`config.mk`:
```
export PLATFORM = sky130hd
export DESIGN_NAME = mem2apb
export DESIGN_NICKNAME = d
export VERILOG_FILES = /design/src/rtl/mem2apb.sv
export SDC_FILE = /design/constraint.sdc
export NUM_CORES = 1
export LEC_CHECK = 0
export BUFFER_PORTS_ARGS = -buffer_cell sky130_fd_sc_hd__buf_2
export CAP_MARGIN = 10
export CELL_PAD_IN_SITES_DETAIL_PLACEMENT = 1
export CELL_PAD_IN_SITES_GLOBAL_PLACEMENT = 2
export CORE_UTILIZATION = 31
export DETAILED_ROUTE_END_ITERATION = 10
export PLACE_DENSITY = 0.85
export SETUP_SLACK_MARGIN = 0.1
export SLEW_MARGIN = 20
export SYNTH_ARGS = -nofsm -noshare
export SYNTH_HDL_FRONTEND = slang
export SYNTH_SLANG_ARGS = --single-unit
```
`constraint.sdc`:
```
create_clock -name clk -period 5.14 [get_ports clk]
set_input_delay 0 -clock clk [delete_from_list [all_inputs] [get_ports clk]]
set_output_delay 0 -clock clk [all_outputs]
set_load 0.02 [all_outputs]
```
`src/rtl/mem2apb.sv`:
```
// mem2apb: turns each CPU valid/ready load or store into one APB SETUP/ACCESS transfer.
// Stalled transfers are cut off after TIMEOUT ACCESS cycles (0 disables the timeout).
module mem2apb #(
    parameter int unsigned TIMEOUT  = 255,
    parameter logic [31:0] ERR_DATA = 32'hdeadbeef
) (
    input  logic        clk,
    input  logic        rst,
    input  logic        mem_valid,
    input  logic [31:0] mem_addr,
    input  logic [31:0] mem_wdata,
    input  logic [3:0]  mem_wstrb,
    output logic        mem_ready,
    output logic [31:0] mem_rdata,
    output logic        psel,
    output logic        penable,
    output logic        pwrite,
    output logic [31:0] paddr,
    output logic [31:0] pwdata,
    output logic [3:0]  pstrb,
    input  logic        pready,
    input  logic [31:0] prdata,
    output logic        timeout_err
);
    localparam int unsigned CNT_RAW = $clog2(TIMEOUT + 1);
    localparam int unsigned CNT_W   = (CNT_RAW < 1) ? 1 : CNT_RAW;
    localparam bit          TO_EN   = (TIMEOUT != 0);
    localparam logic [CNT_W-1:0] CNT_LAST = CNT_W'(TIMEOUT - 32'd1);

    typedef enum logic [1:0] {
        IDLE   = 2'd0,
        SETUP  = 2'd1,
        ACCESS = 2'd2,
        RESP   = 2'd3
    } state_t;

    state_t           state, state_n;
    logic [CNT_W-1:0] cnt, cnt_n;
    logic [31:0]      paddr_n, pwdata_n, rdata_n;
    logic [3:0]       pstrb_n;
    logic             pwrite_n, psel_n, penable_n, ready_n, terr_n;

    // Next-state and next-register values; every output flop is loaded from here.
    always_comb begin
        state_n   = state;
        cnt_n     = cnt;
        paddr_n   = paddr;
        pwdata_n  = pwdata;
        pwrite_n  = pwrite;
        pstrb_n   = pstrb;
        rdata_n   = mem_rdata;
        terr_n    = 1'b0;
        psel_n    = 1'b0;
        penable_n = 1'b0;
        ready_n   = 1'b0;

        case (state)
            IDLE: begin
                if (mem_valid) begin
                    // Word-align the address; the byte offset is carried by pstrb.
                    paddr_n  = mem_addr & 32'hffff_fffc;
                    pwdata_n = mem_wdata;
                    pwrite_n = |mem_wstrb;
                    pstrb_n  = mem_wstrb;
                    state_n  = SETUP;
                end
            end
            SETUP: begin
                cnt_n   = '0;
                state_n = ACCESS;
            end
            ACCESS: begin
                // pready takes priority over a timeout expiring in the same cycle.
                if (pready) begin
                    if (!pwrite) begin
                        rdata_n = prdata;
                    end
                    state_n = RESP;
                end else if (TO_EN && (cnt == CNT_LAST)) begin
                    rdata_n = ERR_DATA;
                    terr_n  = 1'b1;
                    state_n = RESP;
                end else begin
                    cnt_n = cnt + CNT_W'(1);
                end
            end
            RESP: begin
                state_n = IDLE;
            end
            default: begin
                state_n = IDLE;
            end
        endcase

        psel_n    = (state_n == SETUP) || (state_n == ACCESS);
        penable_n = (state_n == ACCESS);
        ready_n   = (state_n == RESP);
    end

    // State and output registers.
    always_ff @(posedge clk or posedge rst) begin
        if (rst) begin
            state       <= IDLE;
            cnt         <= '0;
            paddr       <= '0;
            pwdata      <= '0;
            pwrite      <= 1'b0;
            pstrb       <= '0;
            mem_rdata   <= '0;
            psel        <= 1'b0;
            penable     <= 1'b0;
            mem_ready   <= 1'b0;
            timeout_err <= 1'b0;
        end else begin
            state       <= state_n;
            cnt         <= cnt_n;
            paddr       <= paddr_n;
            pwdata      <= pwdata_n;
            pwrite      <= pwrite_n;
            pstrb       <= pstrb_n;
            mem_rdata   <= rdata_n;
            psel        <= psel_n;
            penable     <= penable_n;
            mem_ready   <= ready_n;
            timeout_err <= terr_n;
        end
    end

endmodule

```
==> metrics.txt <==
status=finished, final reports clean; Area contributors post-synth=dfrtp_1 62%, mux2_2 16%, nor2_1 4.3%; Syn Area/Cell=12.54 um^2; worst setup path class=flop to flop; Die Y=123.5 um; crit-path max cell delay=0.46 ns; vias per inst=~4.7; RSZ-0062 raised after global routing=false; HP Class=input port to flop; FF-to-FF End=psel; Comb power frac=0.397; FFs w/ async S/R, synth=1.000; Die X=123.5 um; pwr dens=634.7 mW/mm^2; sw frac=0.3751; slew margin rel.=0.4561; WHS Endpoint=state[0]; Clock power frac=0.271; Slowest-stage cell, CP=ha_1; Clock Skew=0.009684 ns; sequential area share after synthesis=0.6180; P&R area growth vs syn=61.53%; Netlist cell types=39; Antenna Nets Post-Route=0; fill cell count=1547; worst IR drop on VDD=0.4182 mV; DRT Pass-1 Iters=5; Die Area=0.01525 mm^2; Hold Path Cell Cnt=2; area of the core=~0.014 mm^2; largest net degree at the start of global routing=64; Worst-path clk slew=0.05 ns; Hold Path Origin=pready; Synth Register Bits=113; post-route insts no fill=roughly 870; routed vias=4046; global route overflow=0; total negative slack=0 ns; Yosys top cell by area=dfrtp_1; CP max FO=14; Max-cap violations=0; top cell family by delay on the critical path=adder cells; WP buf/inv=2; reg2reg path depth=7; Worst setup EP type=flop; Net Sw Power=1.760 mW; placed insts=approximately 740; clk_lat worst skew=around 0.41 ns; Final setup viols=0; Synth Flop Type=dfrtp_1; clock sinks=113; Ports=209; P_int=2.931 mW; final net count=between 700 and 800; crit-path cells=inv_1, ha_1, nand3_1, nor3_1, o41ai_1, ha_1, inv_1; setup bufs post-CTS=0; initial antenna violation count=1; min Tclk post-route=2.269 ns; Worst Tran Pin Value=0.8158 ns; Final Hold Viols=0; share of layout cells above drive strength 1=0.4561; RR Startpoint=state[0]; GPL Wtd Cong=0.7310; arrival time worst endpoint=2.57 ns; Post-Syn Area=0.004576 mm^2; setup slack, reg-to-reg=between 2 and 3 ns; overall routing resource usage=0.1973; cell count after synthesis=around 370; Leakage=3.554 nW; Tcrit/Tclk final=0.4414; Slew Limit Fails=0; first-pass GRT wire length=22600 um; Initial Util=0.3160; Required @ worst endpoint=5.44 ns; vias in the first global route=4486; f_max=440.8 MHz; Flop pwr share=0.331; Post-synth EDFFs=0; dpl hpwl=8335 um; FP Rows=44; 1st-iter DRT viols=143; share of the synthesized area in the top cell type=0.6180; Startpoint Class=flop; WL/cell=16.65 um; CTS tree=built; Detailed Route WL=14470 um; maximum clock path buffer count=2; H-Tree Depth=4; TritonCTS Buffers=17; Port-buffer cells=204; DRC viols=0; root buf cell=clkbuf_16; Ys Warns=0
## synth_stat cells (3+ instances only)
library cell  instances
a21oi_1              26
buf_1                 4
buf_2                 4
buf_6                 3
clkbuf_1              8
dfrtp_1             113
ha_1                  8
inv_1                 5
mux2_2               67
nand2_1              19
nand2b_1              3
nand3_1               4
nor2_1               53
o211ai_1              3
o21ai_0              11
or3_1                 3
## kinds of logic after synthesis
| group | count (synthesis) | synth area share |
|---|---|---|
| DFF | 113 | 0.6180 |
| and+or+nand+nor | 98 | 0.09653 |
| muxes | 67 | 0.1649 |
| AOI/OAI and AO/OA | 51 | 0.06809 |
| buffers and inverters | 27 | 0.02980 |
| adders and majority gates | 8 | 0.02188 |
| other | 1 | 0.0008196 |
## worst max path at each step
stage,startpoint,end,cells after the start
final,state[0],psel,7
after global routing,state[0],psel,7
after global placement,state[0],psel,7
after floorplan,rst,cnt[0],1
after CTS,state[0],psel,7
after detailed placement,state[0],psel,7
## placed cells by master, fill, tap and decap left out, types with 8 or more instances in the layout
| cell type | netlist | layout |
|---|---|---|
| nor2_1 | 53 | 53 |
| a21oi_1 | 26 | 26 |
| mux2_2 | 67 | 67 |
| clkbuf_16 | 0 | 17 |
| buf_2 | 4 | 204 |
| o21ai_0 | 11 | 11 |
| dfrtp_1 | 113 | 113 |
| dlygate4sd3_1 | 0 | 99 |
| nand2_1 | 19 | 18 |
| ha_1 | 8 | 8 |
## per-stage QoR
step / hold WS, ns / setup WS, ns / power (mW) / util / cell area [um^2]
floorplan: 0.1168 / 2.153 / 2.692 / - / 4579
global placement: 0.1209 / 2.926 / 3.254 / 0.3973 / 5752
detailed placement: 0.1415 / 2.857 / 3.331 / 0.3973 / 5752
CTS: 0.05899 / 2.852 / 4.678 / 0.5103 / 7388
global route: 0.09135 / 2.625 / 4.964 / 0.5105 / 7391
finish: 0.06476 / 2.871 / 4.691 / 0.5105 / 7391
## per-layer routing
layer	GRT usage	up-vias	wire length [um]
met3	0.06411	38	1002
li1	-	1878	-
met4	0.1084	0	501
met5	0	-	0
met1	0.2152	1958	5583
met2	0.3380	172	7384
## power groups by stage
stage	registers [mW]	clock network [mW]	logic, mW
3_3_place_gp	1.52	0	1.74
3_5_place_dp	1.55	0	1.78
4_1_cts	1.54	1.29	1.84
5_1_grt	1.61	1.34	2.01
2_1_floorplan	2.04	0	0.656
6_report	1.55	1.27	1.86
## what timing repair did
action                    in CTS  in global routing
hold endpoints to repair     149                  0
hold buffers                  99                  0
gates resized for setup        0                  0
## area by class of cell
class / instances / area (um^2) / share of cell area
sequential: 113 / 2828 / 0.3826
timing repair buffer: 307 / 2042 / 0.2763
multi-input combinational: 226 / 1618 / 0.2189
clock buffer: 20 / 466.7 / 0.06315
tap: 184 / 230.2 / 0.03115
clock inverter: 12 / 178.9 / 0.02421
inverter: 6 / 25.02 / 0.003386
antenna: 1 / 2.502 / 0.0003386
## flip-flops by register name, indices dropped and copies added, names as in the netlist
name / cells
mem_rdata: 32
pwdata: 32
paddr: 30
cnt: 8
pstrb: 4
state: 2
mem_ready: 1
penable: 1
psel: 1
pwrite: 1
timeout_err: 1
## worst register-to-register path: stages (launching register included)
cell	delay [ns]
dfrtp_1	0.42
inv_1	0.12
ha_1	0.46
nand3_1	0.31
nor3_1	0.41
o41ai_1	0.12
ha_1	0.29
inv_1	0.03
Note: power is estimated with default switching activity, not from simulation.
